`src/rtl/game_pkg.sv`:
```
// Shared types and constants for the cat-and-mouse round controller.
// Holds state codes, direction bits, LFSR constants and the move picker.
package game_pkg;

  typedef enum logic [1:0] {
    IDLE   = 2'd0,
    PLAY   = 2'd1,
    SCORED = 2'd2,
    OVER   = 2'd3
  } game_state_e;

  localparam int DIR_UP    = 3;
  localparam int DIR_DOWN  = 2;
  localparam int DIR_LEFT  = 1;
  localparam int DIR_RIGHT = 0;

  localparam logic [7:0] LFSR_SEED = 8'hA5;
  // x^8 + x^6 + x^5 + x^4 + 1
  localparam logic [7:0] LFSR_TAPS = 8'hB8;
  localparam logic [7:0] AVOID_XOR = 8'h11;

  function automatic logic [3:0] pick_dir(input logic [3:0] req);
    logic [3:0] d;
    d = '0;
    priority case (1'b1)
      req[DIR_UP]:    d[DIR_UP]    = 1'b1;
      req[DIR_DOWN]:  d[DIR_DOWN]  = 1'b1;
      req[DIR_LEFT]:  d[DIR_LEFT]  = 1'b1;
      req[DIR_RIGHT]: d[DIR_RIGHT] = 1'b1;
      default:        d = '0;
    endcase
    return d;
  endfunction

endpackage

```
`src/rtl/game_sequencer_goal_lfsr.sv`:
```
// Free-running 8-bit Fibonacci LFSR used to pick new goal squares.
// Advances every cycle regardless of game state.
module goal_lfsr
  import game_pkg::*;
(
  input  logic       clock,
  input  logic       reset,
  output logic [7:0] value
);

  logic fb;

  assign fb = ^(value & LFSR_TAPS);

  always_ff @(posedge clock) begin
    if (reset) begin
      value <= LFSR_SEED;
    end else begin
      value <= {value[6:0], fb};
    end
  end

endmodule

```
`src/rtl/game_sequencer.sv`:
```
// Round controller: paces button requests into alternating move strobes,
// detects goals and captures, and runs the round timer.
module game_sequencer
  import game_pkg::*;
#(
  parameter int TICK_DIV    = 4,
  parameter int ROUND_TICKS = 60
) (
  input  logic       clock,
  input  logic       reset,
  input  logic       startBtn,
  input  logic [3:0] mouseBtn,
  input  logic [3:0] catBtn,
  input  logic [3:0] CatX,
  input  logic [3:0] CatY,
  input  logic [3:0] MouseX,
  input  logic [3:0] MouseY,
  input  logic [3:0] GoalX,
  input  logic [3:0] GoalY,
  output logic [3:0] mouseMove,
  output logic [3:0] catMove,
  output logic       goalLoad,
  output logic [7:0] goalSeed,
  output logic       scoreInc,
  output logic [1:0] state,
  output logic [7:0] timeLeft,
  output logic       GameOver
);

  localparam logic [1:0] S_IDLE   = IDLE;
  localparam logic [1:0] S_PLAY   = PLAY;
  localparam logic [1:0] S_SCORED = SCORED;
  localparam logic [1:0] S_OVER   = OVER;

  localparam logic [7:0] LAST = 8'(TICK_DIV - 1);
  localparam logic [7:0] RT   = 8'(ROUND_TICKS);

  logic [1:0] st;
  logic [7:0] cnt;
  logic       phase;
  logic [3:0] mlat;
  logic [3:0] clat;
  logic       start_q;
  logic [7:0] lfsr_q;

  logic       start_edge;
  logic       slot_due;
  logic       hit_cat;
  logic       hit_goal;
  logic [3:0] mreq;
  logic [3:0] creq;
  logic [7:0] seed;

  goal_lfsr u_lfsr (
    .clock (clock),
    .reset (reset),
    .value (lfsr_q)
  );

  assign start_edge = startBtn & ~start_q;
  assign slot_due   = (cnt == LAST);
  assign hit_cat    = (CatX == MouseX) && (CatY == MouseY);
  assign hit_goal   = (MouseX == GoalX) && (MouseY == GoalY);
  assign mreq       = mlat | mouseBtn;
  assign creq       = clat | catBtn;
  // Never respawn the goal under the mouse.
  assign seed = (lfsr_q == {MouseX, MouseY}) ? (lfsr_q ^ AVOID_XOR)
                                             : lfsr_q;
  assign state = st;

  always_ff @(posedge clock) begin
    if (reset) begin
      st        <= S_IDLE;
      cnt       <= '0;
      phase     <= 1'b0;
      mlat      <= '0;
      clat      <= '0;
      start_q   <= 1'b0;
      mouseMove <= '0;
      catMove   <= '0;
      goalLoad  <= 1'b0;
      goalSeed  <= '0;
      scoreInc  <= 1'b0;
      timeLeft  <= RT;
      GameOver  <= 1'b0;
    end else begin
      start_q   <= startBtn;
      mouseMove <= '0;
      catMove   <= '0;
      goalLoad  <= 1'b0;
      scoreInc  <= 1'b0;
      mlat      <= mlat | mouseBtn;
      clat      <= clat | catBtn;
      if (st == S_PLAY || st == S_SCORED) begin
        cnt <= slot_due ? 8'd0 : cnt + 8'd1;
      end
      unique case (st)
        S_IDLE: begin
          if (start_edge) begin
            st       <= S_PLAY;
            timeLeft <= RT;
            cnt      <= '0;
            mlat     <= '0;
            clat     <= '0;
            phase    <= 1'b0;
          end
        end
        S_PLAY: begin
          if (hit_cat) begin
            st       <= S_OVER;
            GameOver <= 1'b1;
          end else if (hit_goal) begin
            st       <= S_SCORED;
            scoreInc <= 1'b1;
            goalLoad <= 1'b1;
            goalSeed <= seed;
          end else if (timeLeft == 8'd0) begin
            st       <= S_OVER;
            GameOver <= 1'b1;
          end else if (slot_due) begin
            phase <= ~phase;
            if (!phase) begin
              mouseMove <= pick_dir(mreq);
              mlat      <= '0;
            end else begin
              catMove  <= pick_dir(creq);
              clat     <= '0;
              timeLeft <= (timeLeft == 8'd0) ? 8'd0 : timeLeft - 8'd1;
            end
          end
        end
        S_SCORED: begin
          st <= S_PLAY;
        end
        S_OVER: begin
          if (start_edge) begin
            st       <= S_IDLE;
            GameOver <= 1'b0;
          end
        end
        default: st <= S_IDLE;
      endcase
    end
  end

endmodule

```
`config.mk`:
```
export PLATFORM = sky130hd
export DESIGN_NAME = game_sequencer
export DESIGN_NICKNAME = d
export VERILOG_FILES = /design/src/rtl/game_pkg.sv /design/src/rtl/game_sequencer_goal_lfsr.sv /design/src/rtl/game_sequencer.sv
export SDC_FILE = /design/constraint.sdc
export NUM_CORES = 1
export LEC_CHECK = 0
export CORE_ASPECT_RATIO = 1.75
export CORE_MARGIN = 3
export CORE_UTILIZATION = 41
export DETAILED_ROUTE_END_ITERATION = 7
export PLACE_DENSITY = 0.65
export SLEW_MARGIN = 20
export SYNTH_ARGS = -nofsm -noshare
export SYNTH_HDL_FRONTEND = slang
export SYNTH_SLANG_ARGS = --single-unit
```
`constraint.sdc`:
```
create_clock -name clock -period 2.75 [get_ports clock]
set_input_delay 0.55 -clock clock [delete_from_list [all_inputs] [get_ports clock]]
set_output_delay 0.55 -clock clock [all_outputs]
set_load 0.005 [all_outputs]
```
== After elaboration in Yosys (flattened, before gate mapping) ==
Index checks and enable logic that the tools add are counted.
Storage, ports and cells
  bits in registers: 54
  bits of input ports: 35
  output and inout port bits: 29
  logic and storage cells: 122
Operators by class
  add/sub/neg operators: 2
  equality and inequality tests: 19
  multiplexer cells: 51
  bitwise operators: 9
  reductions and logical operators: 22
Operators by type and width (number)
  two-way mux 8 bit: 10
  two-way mux 4 bit: 12
  OR reduction 10 bit: 2
  OR reduction 9 bit: 2
  two-way mux 1 bit: 17
  equality test 4 bit: 4
  case mux 4 bit (2 select lines): 2
  case mux 8 bit (2 select lines): 1
  OR reduction 8 bit: 2
  != test 2 bit (second input constant): 7
  OR reduction 7 bit: 2
  two-way mux 2 bit: 5
  adder 8 x 1 -> 8 bit (second input constant): 1
  equality test 8 x 2 -> 1 bit (second input constant): 1
  equality test 8 bit: 1
  logical NOT 8 bit: 1
  OR 4 bit: 2
  case mux 2 bit (4 select lines): 1
  XOR reduction 8 bit: 1
  subtractor 8 x 1 -> 8 bit (second input constant): 1
  AND reduction 7 bit: 1
  AND reduction 3 bit: 2
  AND reduction 6 bit: 1
  two-way mux 5 bit: 1
  15 further kinds: 23

== Depth between registers and ports, before layout ==
Gate-level depths: netlist of the first run.
  depth in word-level cells: 7
  depth in mapped cells: 9

== Hierarchy ==
Synthesis of the first run repeated with hierarchy kept, for this count alone.
Unflattened totals
  cell total of the unflattened synthesis: 266
  area total of the unflattened synthesis: 2474.9 µm²
Modules (own cells, without submodules)
  game_sequencer: times used 1, cells each 247, area an instance 2238.4 µm², seq. area each 920.9 µm²
  goal_lfsr: times used 1, cells each 19, area an instance 236.5 µm², seq. area each 160.2 µm²

== Worst setup path before layout of the first run ==
OpenSTA, ideal clock, no wires.
  path type: flip-flop to flip-flop
  start: reg cnt[0]
  end: reg timeLeft[0]
  setup time: 0.071 ns
  arrival: 2.210 ns
  setup slack: 0.469 ns
  cell stages (with the launch flop): 9
  path buffers: 1
  period minus slack after synthesis: 2.281 ns
  cells stage by stage: dfxtp_1 -> ha_1 -> or4b_4 -> nor4_4 -> nand3_1 -> o31a_1 -> buf_2 -> or3_1 -> a21oi_1
On the way
  word-level cells in the longest chain between the ends: 3
RTL lines
  start, declared: RTL line game_sequencer.sv:39  | logic [7:0] cnt;
  start signal, assigned: RTL line game_sequencer.sv:95  | cnt <= slot_due ? 8'd0 : cnt + 8'd1;
  equality test 8 x 2 -> 1 bit: RTL line game_sequencer.sv:61  | assign slot_due = (cnt == LAST);
  != test 2 bit (no line)
  AND reduction 7 bit (no line)
  end signal, assigned: RTL line game_sequencer.sv:128  | timeLeft <= (timeLeft == 8'd0) ? 8'd0 : timeLeft - 8'd1;
  end, declared: RTL line game_sequencer.sv:26  | output logic [7:0] timeLeft,
Every way passes these cells.
A chain may end at the register's enable or synchronous reset.

== Final worst setup path of the first run ==
  start: in MouseX[0]
  end: reg timeLeft[3]
On the way
  word-level cells in the longest chain between the ends: 4
RTL lines
  start, declared: RTL line game_sequencer.sv:16  | input logic [3:0] MouseX,
  equality test 4 bit, on equally long branches: RTL line game_sequencer.sv:63, game_sequencer.sv:62
  logical AND 1 bit, on equally long branches: RTL line game_sequencer.sv:63, game_sequencer.sv:62
  != test 2 bit (no line)
  AND reduction 7 bit (no line) *
Every way passes the cells marked *; elsewhere a longest branch is shown, timed or not.

==> metrics, run 1 <==
CP endpoint kind=register; Reg area=1080 um^2; 1st-iter DRT viols=67; outcome=finished, final reports clean; setup_tns=0 ns; ys async rst share=0%; CORE AREA=5720 um^2; Fillers=527; CTS clock-pin slew for the worst setup and hold paths=0.10 ns; commonest non-fill, non-tap cell in the layout=clkdlybuf4s50_1; first-pass GRT wire length=9650 um; Multi-input gate area=1330 um^2; Synth Warn #=0; Max Root-Sink Buffers=2; register bit total from synthesis=54; power consumption=2.03 mW; Leak Pwr=1.37 nW; die width=64.7 um; syn nets=314; WP data required=2.95 ns; vias in the first global route=2155; DR DRC count=0; FP Rows=36; I/O Pins=64; Post-DP HPWL=4610 um; cells after synthesis=273; drt total wl=5900 um; share of cells above drive strength 1=12.2%; Inserted Clock Buffers=5; PD cells=585 nW/um^2; H-tree depth=2; n_diodes=0; insertion delay to the later sink of the worst-skew pair=0.31 ns; pin count of the biggest net entering global routing=29; vias after detailed routing=2189; peak supply drop=0.000399 V; Slew Viols, Final=0; Post-CTS Setup Bufs=0; DIE AREA=7030 um^2; CTS tree=built; fin crit period=2.63 ns; period utilization=95.6%; most frequent cells in the layout=clkdlybuf4s50_1, dfxtp_1, nor2_1, xor2_1, buf_4; Hold Fails Final Rpt=0; library cells used by synthesis=44; RSZ-0062 raised after global routing=no; class of the most critical setup path=input port to register; mapped cell area=2470 um^2; Root Buffer Master=clkbuf_8; initial antenna violation count=0; Detail Route Antenna Nets=0; Worst-Margin Slew=0.576 ns; height of the die=109 um; Critical Path AT=2.83 ns; post-cts resize count=0; Area Growth Syn to Fin=40.7%; Max Fanout on Critical Path=14; average wire per standard cell=13.5 um; Seq/Total Area, Yosys=43.8%; Min-Delay Path Class=register to register; Vias/cell=5.02; Avg Cell Area, Syn=9.05 um^2; Final Skew=0.00991 ns; Startpoint Class=input port; max-cap viol count=0; Buffers on Ports=63; Fmax=0.380 GHz; Nets=400; number of flops mapped to enable cells by yosys=0; CTS sink count=54; total congestion overflow=0; hold_buf cts=0; ys flop type=dfxtp_1; Final Wtd Congestion=0.797; Slew headroom=61.3%; final setup fails=0; 1st-pass router iterations=4; Initial Util=43.2%; Total GRT Usage=17.4%
==> state kept, by name, summed over array words and instances (netlist names), 2 cells and up <==
| register | cells |
|---|---|
| catMove | 4 |
| clat | 4 |
| cnt | 8 |
| goalSeed | 8 |
| mlat | 4 |
| mouseMove | 4 |
| state | 2 |
| timeLeft | 8 |
| u_lfsr.value | 8 |
==> critical path, cell delays in order <==
cell             delay, ns
clkdlybuf4s50_1       0.53
xor2_1                0.19
nor4_1                0.08
buf_4                 0.13
and2_1                0.19
o41a_4                0.55
o31a_1                0.30
or3_1                 0.29
==> path summary, 6_finish.rpt <==
check	start	slack (ns)	endpoint	cells after the start
worst max-delay path	MouseX[0]	0.12	timeLeft[3]	8
worst min-delay path	mlat[1]	0.42	mouseMove[0]	1
worst max register to register	cnt[0]	0.20	timeLeft[7]	7
worst min register to register	mlat[1]	0.42	mouseMove[0]	1
==> power breakdown <==
group / switching, mW / internal, mW / total [mW] / leakage, nW
Sequential: 0.0613 / 0.849 / 0.910 / 0.441
Clock: 0.261 / 0.273 / 0.534 / 0.0585
Combinational: 0.292 / 0.297 / 0.589 / 0.874
Total: 0.614 / 1.42 / 2.03 / 1.37
==> synthesized netlist by cell type, types with 4 or more instances <==
| cell | n | share of area (%) |
|---|---|---|
| ha_1 | 6 | 3.0 |
| a21oi_1 | 10 | 2.0 |
| xor2_1 | 31 | 11 |
| clkbuf_1 | 6 | 0.91 |
| nor4_1 | 11 | 2.8 |
| nor2_1 | 37 | 5.6 |
| or3_1 | 5 | 1.3 |
| nor3_1 | 6 | 1.2 |
| dfxtp_1 | 54 | 44 |
| nand2_1 | 18 | 2.7 |
| xnor2_1 | 5 | 1.8 |
| inv_1 | 9 | 1.4 |
| nand4_1 | 5 | 1.3 |
| nor2b_1 | 7 | 1.8 |
| o21ai_0 | 4 | 0.81 |
| mux2i_1 | 5 | 2.0 |
| nand3_1 | 13 | 2.6 |
==> layer usage <==
layer  up-vias  track usage [%]  routed length [um]
met5         -                0                   0
met4         0             5.45                  78
met3         7             3.92                 284
met2        50             32.2                3140
met1      1010             19.6                2400
li1       1122                -                   -
==> final cells by class <==
cell class / instances / area share, %
well taps: 76 / 2.74
multi-input cells: 201 / 38.4
flip-flops and latches: 54 / 31.1
clock inverters: 3 / 1.26
inverters: 9 / 0.972
clock buffers: 5 / 1.98
repair buffers: 88 / 23.6
==> through the flow <==
stage	std cells	area [um^2]	worst slack [ns]	utilization (%)	hold slack, ns
final	436	3470	0.122	60.7	0.421
after global routing	436	3470	0.0252	60.7	0.456
after CTS	436	3460	0.0637	60.4	0.424
after detailed placement	428	3340	-0.263	58.4	0.426
after global placement	428	3340	-0.235	58.4	0.406
after floorplan	273	2470	0.469	-	0.400
==> cell families (layout without fill, tap and decap cells) <==
logic type,count (synthesis),after routing,share of synthesized area (%)
compound gates,33,33,9.58
mux,5,5,2.03
buf+inv,18,105,2.99
simple gates,121,121,25.8
xor+xnor,36,36,12.8
fa+ha+maj,6,6,3.04
flops,54,54,43.8
(Power assumes the default switching activity.)
==> inputs of run 2 (changes only) <==
GPL_ROUTABILITY_DRIVEN = 0   (was not set)
RECOVER_POWER = 25   (was not set)
==> run 2 against run 1 <==
Wire length up 0.24%; global-route usage stayed put; setup slack about the same; combinational power about the same; sequential share of layout area about the same; clock skew barely moved; die area did not move; sequential power is essentially flat; clock-buffer cell count unchanged; critical path depth unchanged; utilization down 0.066 points.
==> metrics, run 2 (same netlist as run 1, synthesis figures left out) <==
CP Buf/Inv Count=2 (unchanged); CTS tree=built (unchanged); insertion delay to the later sink of the worst-skew pair=0.31 ns (about the same); RSZ-0062 raised after global routing=no (unchanged); Area Growth Syn to Fin=40.5% (was 40.7%); Max Fanout on Critical Path=14 (unchanged); Detail Route Antenna Nets=0 (unchanged); DIE AREA=7030 um^2 (unchanged); n_diodes=0 (unchanged); Slowest-stage cell, CP=o41a_4 (unchanged); RR Startpoint=cnt[0] (unchanged); most frequent cells in the layout=dfxtp_1, clkdlybuf4s50_1, nor2_1, xor2_1, buf_4 (was clkdlybuf4s50_1, dfxtp_1, nor2_1, xor2_1, buf_4); Multi-input gate area=1330 um^2 (unchanged); H-tree depth=2 (unchanged); die width=64.7 um (unchanged); Post-CTS Setup Bufs=0 (unchanged); Fmax=0.381 GHz (was 0.380 GHz); Vias/cell=5.02 (about the same); Reg area=1080 um^2 (unchanged); peak supply drop=0.000399 V (about the same); family with the most delay on the worst path=compound AO/OA/AOI/OAI gates (unchanged); Inserted Clock Buffers=5 (unchanged); hold_buf cts=0 (unchanged); 1st-iter DRT viols=67 (unchanged); Critical Path AT=2.83 ns (about the same); pin count of the biggest net entering global routing=29 (unchanged); Critical Path, Cell by Cell=clkdlybuf4s50_1 > xor2_1 > nor4_1 > buf_4 > and2_1 > o41a_4 > o31a_1 > or3_1 (unchanged); vias in the first global route=2155 (unchanged); Fillers=526 (was 527); Root Buffer Master=clkbuf_8 (unchanged); drt total wl=5910 um (was 5900 um); height of the die=109 um (unchanged); PD cells=585 nW/um^2 (about the same); Nets=400 (unchanged); Post-Route Utilization=60.7% (about the same); final setup margin=0.122 ns (about the same); first-pass GRT wire length=9650 um (unchanged); Leak Pwr=1.41 nW (was 1.37 nW); hold_sp=mlat[1] (unchanged); CORE AREA=5720 um^2 (unchanged); average wire per standard cell=13.6 um (was 13.5 um); dpl ws=-0.263 ns (unchanged); CP endpoint kind=register (unchanged); initial antenna violation count=0 (unchanged); final setup fails=0 (unchanged); CTS clock-pin slew for the worst setup and hold paths=0.10 ns (about the same); setup_tns=0 ns (unchanged); fin crit period=2.63 ns (about the same); Initial Util=43.2% (unchanged); period utilization=95.6% (about the same); Worst-Margin Slew=1.25 ns (was 0.576 ns); FP Rows=36 (unchanged); CP max stage delay=0.55 ns (about the same); Total GRT Usage=17.4% (unchanged); Post-DP HPWL=4610 um (unchanged); Slew headroom=16.6% (was 61.3%); DR DRC count=0 (unchanged); outcome=finished, final reports clean (unchanged); CP startpoint=MouseX[0] (unchanged); Slew Viols, Final=0 (unchanged); Min-Delay Path Class=register to register (unchanged); Hold Fails Final Rpt=0 (unchanged); WP data required=2.95 ns (about the same); Final Skew=0.0101 ns (was 0.00991 ns); Max Root-Sink Buffers=2 (unchanged); Worst Hold Margin=0.421 ns (about the same); I/O Pins=64 (unchanged); Startpoint Class=input port (unchanged); max-cap viol count=0 (unchanged); 1st-pass router iterations=4 (unchanged); commonest non-fill, non-tap cell in the layout=dfxtp_1 (was clkdlybuf4s50_1); total congestion overflow=0 (unchanged); class of the most critical setup path=input port to register (unchanged); vias after detailed routing=2187 (was 2189); share of cells above drive strength 1=11.9% (was 12.2%); Buffers on Ports=63 (unchanged); CTS sink count=54 (unchanged)
==> run 2: cell count changes in the layout (fill, tap and decap cells not counted) <==
cell	previous run	this run
clkdlybuf4s50_1	63	52
dlygate4sd3_1	0	11
buf_4	25	24
clkbuf_1	0	1
==> run 2: timing repair <==
item                                    4_1_cts  5_1_grt
resized for setup                             0        4
endpoints found under the setup margin        0        9
hold endpoints to repair                      0        0
==> run 2: report_power, final <==
part / internal, mW / switching [mW] / total [mW]
clock network: 0.273 / 0.260 / 0.533
logic: 0.297 / 0.293 / 0.589
registers: 0.849 / 0.0612 / 0.910
==> run 2: final timing paths <==
kind	slack, ns	to	cells after the start
worst min-delay path	0.42	mouseMove[0]	1
worst max-delay path	0.12	timeLeft[3]	8
worst min register to register	0.42	mouseMove[0]	1
worst max register to register	0.20	timeLeft[1]	7
==> run 2: metal layers <==
layer | wire length [um] | track usage [%]
met4 | 71 | 5.45
met5 | 0 | 0
met2 | 3150 | 32.2
met3 | 284 | 3.92
met1 | 2410 | 19.6
==> run 2: layout make-up <==
cell class              instances  share of cell area [%]
clock buffers                   5                    1.98
clock inverters                 3                    1.26
inverters                       9                   0.973
multi-input cells             201                    38.4
flip-flops and latches         54                    31.1
well taps                      76                    2.74
repair buffers                 88                    23.5
==> run 2: per-stage QoR <==
stage	total power [mW]	instances	cell area [um^2]
2_1_floorplan	1.24	273	2470
3_3_place_gp	1.49	428	3340
3_5_place_dp	1.50	428	3340
4_1_cts	2.03	436	3460
5_1_grt	2.14	436	3470
6_report	2.03	436	3470
==> inputs of run 3 (changes only) <==
CORE_UTILIZATION = 35   (was 41)
PLACE_DENSITY = 0.57   (was 0.65)
SLEW_MARGIN = 30   (was 20)
==> run 3 against run 2 <==
First-iteration DRC count up 1.5%; wire length up 3.1%; setup slack worse by 0.021 ns; critical path type unchanged; register-to-register slack better by 0.03 ns; worst hold slack better by 0.0032 ns; non-clock buffer count unchanged.
==> metrics, run 3 (same netlist as run 1, synthesis figures left out) <==
outcome=finished, final reports clean (unchanged); CORE AREA=6690 um^2 (was 5720 um^2); dpl ws=-0.260 ns (was -0.263 ns); Buffers on Ports=63 (unchanged); height of the die=117 um (was 109 um); final setup margin=0.101 ns (was 0.122 ns); Startpoint Class=input port (unchanged); Fmax=0.378 GHz (was 0.381 GHz); Area Growth Syn to Fin=42.1% (was 40.5%); n_diodes=0 (unchanged); power consumption=2.15 mW (was 2.03 mW); clock network fraction of total power=30.3% (was 26.2%); CP endpoint kind=register (unchanged); share of cells above drive strength 1=11.9% (unchanged); max-cap viol count=0 (unchanged); Slowest-stage cell, CP=clkdlybuf4s50_1 (was o41a_4); vias after detailed routing=2233 (was 2187); CTS tree=built (unchanged); RSZ-0062 raised after global routing=no (unchanged); drt total wl=6100 um (was 5910 um); first-pass GRT wire length=10500 um (was 9650 um); Register-to-Register Path Depth=8 (was 7); Critical Path, Cell by Cell=clkdlybuf4s50_1 > xor2_1 > nor4_1 > and2_1 > buf_4 > o31a_4 > buf_4 > o31a_1 > or3_1 (was clkdlybuf4s50_1 > xor2_1 > nor4_1 > buf_4 > and2_1 > o41a_4 > o31a_1 > or3_1); Logic pwr share=27.6% (was 29.0%); initial antenna violation count=0 (unchanged); Inserted Clock Buffers=5 (unchanged); CP Buf/Inv Count=3 (was 2); peak supply drop=0.000374 V (was 0.000399 V); Critical Path AT=2.82 ns (was 2.83 ns); Nets=400 (unchanged); commonest non-fill, non-tap cell in the layout=dfxtp_1 (unchanged); WP data required=2.93 ns (was 2.95 ns); Hold Fails Final Rpt=0 (unchanged); DIE AREA=8140 um^2 (was 7030 um^2); register-to-register setup slack=0.23 ns (was 0.20 ns); Total GRT Usage=16.0% (was 17.4%); Max Fanout on Critical Path=11 (was 14); DR DRC count=0 (unchanged); sw frac=30.4% (was 30.2%); Post-DP HPWL=4770 um (was 4610 um); die width=69.5 um (was 64.7 um); Slew headroom=14.9% (was 16.6%); Leak Pwr=1.43 nW (was 1.41 nW); Final Skew=0.00429 ns (was 0.0101 ns); Initial Util=36.9% (was 43.2%); fin crit period=2.65 ns (was 2.63 ns); class of the most critical setup path=input port to register (unchanged); Crit path top cell by count=buf_4; Final Instance Area=3510 um^2 (was 3470 um^2); final setup fails=0 (unchanged); 1st-iter DRT viols=68 (was 67); total congestion overflow=0 (unchanged); Flop pwr share=42.0% (was 44.8%); Min-Delay Path Class=register to register (unchanged); internal power=1.50 mW (was 1.42 mW); WHS Path Cells=1 (unchanged); Worst-Margin Slew=1.28 ns (was 1.25 ns); Hold EP=catMove[0] (was mouseMove[0]); period utilization=96.3% (was 95.6%); setup_tns=0 ns (unchanged); vias in the first global route=2265 (was 2155); CTS sink count=54 (unchanged); RR Startpoint=cnt[0] (unchanged); average wire per standard cell=13.8 um (was 13.6 um); DP Area=3350 um^2 (was 3340 um^2); Post-CTS Setup Bufs=0 (unchanged); Slew Viols, Final=0 (unchanged); pin count of the biggest net entering global routing=29 (unchanged); Vias/cell=5.05 (was 5.02); hold_buf cts=0 (unchanged); H-tree depth=2 (unchanged); CP max stage delay=0.55 ns (about the same); PD cells=612 nW/um^2 (was 585 nW/um^2); worst reg2reg path endpoint=timeLeft[3] (was timeLeft[1]); CTS clock-pin slew for the worst setup and hold paths=0.07 ns (was 0.10 ns); family with the most delay on the worst path=buffers and inverters (was compound AO/OA/AOI/OAI gates); Worst Hold Margin=0.424 ns (was 0.421 ns); Root Buffer Master=clkbuf_16 (was clkbuf_8); most frequent cells in the layout=dfxtp_1, clkdlybuf4s50_1, nor2_1, xor2_1, buf_4 (unchanged); CP startpoint=MouseY[3] (was MouseX[0]); hold_sp=clat[1] (was mlat[1]); Max Root-Sink Buffers=2 (unchanged); net switching power=0.652 mW (was 0.613 mW); insertion delay to the later sink of the worst-skew pair=0.29 ns (was 0.31 ns); 1st-pass router iterations=4 (unchanged); I/O Pins=64 (unchanged); FP Rows=39 (was 36); Detail Route Antenna Nets=0 (unchanged)
[run 3: cell types whose count changed in the layout (fill, tap and decap cells not counted)]
cell	change
o41a_4	-1
clkdlybuf4s50_1	-1
dlymetal6s2s_1	+1
bufinv_16	-1
o41a_2	+1
clkbuf_8	-5
clkinv_2	-1
inv_6	+2
clkbuf_16	+5
[run 3: power by group through the flow]
| stage | sequential, mW | clock, mW | combinational, mW |
|---|---|---|---|
| 2_1_floorplan | 0.914 | 0 | 0.330 |
| 3_3_place_gp | 0.921 | 0 | 0.581 |
| 3_5_place_dp | 0.922 | 0 | 0.587 |
| 4_1_cts | 0.904 | 0.675 | 0.592 |
| 5_1_grt | 0.915 | 0.700 | 0.669 |
| 6_report | 0.903 | 0.651 | 0.593 |
[run 3: timing repair]
action	CTS	global route
endpoints found under the hold margin	0	0
gates resized for setup	0	4
endpoints found under the setup margin	0	5
[run 3: worst max-delay path by stage]
| stage | endpoint | slack (ns) | depth (start not counted) |
|---|---|---|---|
| floorplan | timeLeft[0] | 0.47 | 8 |
| global placement | timeLeft[3] | -0.22 | 9 |
| detailed placement | timeLeft[3] | -0.26 | 9 |
| CTS | timeLeft[3] | 0.04 | 9 |
| global route | timeLeft[3] | 0.003 | 9 |
| finish | timeLeft[3] | 0.10 | 9 |
[run 3: layout make-up]
type | instances | area (um^2)
fill | 633 | 3170
sequential | 54 | 1080
tap | 82 | 103
inverter | 9 | 33.8
clock buffer | 5 | 125
multi-input combinational | 201 | 1330
clock inverter | 3 | 26.3
timing repair buffer | 88 | 817
[run 3: metrics by stage]
step	util, %	std cells
detailed placement	50.1	434
finish	52.5	442
CTS	52.4	442
global route	52.5	442
global placement	50.1	434
floorplan	-	273
[run 3: metal layers]
layer / wire length (um) / GRT usage, % / up-vias
li1: - / - / 1125
met1: 2490 / 18.7 / 1047
met2: 3250 / 28.5 / 53
met3: 279 / 3.85 / 8
met4: 82 / 5.48 / 0
met5: 0 / 0 / -
[run 3: worst register-to-register path, stage by stage, from the launching register on]
cell and delay [ns]:
dfxtp_1 0.34, ha_1 0.16, or4b_4 0.47, nor4_4 0.21, nand3_1 0.13, o31a_4 0.34, buf_4 0.17, o31a_1 0.28
or3_1 0.29
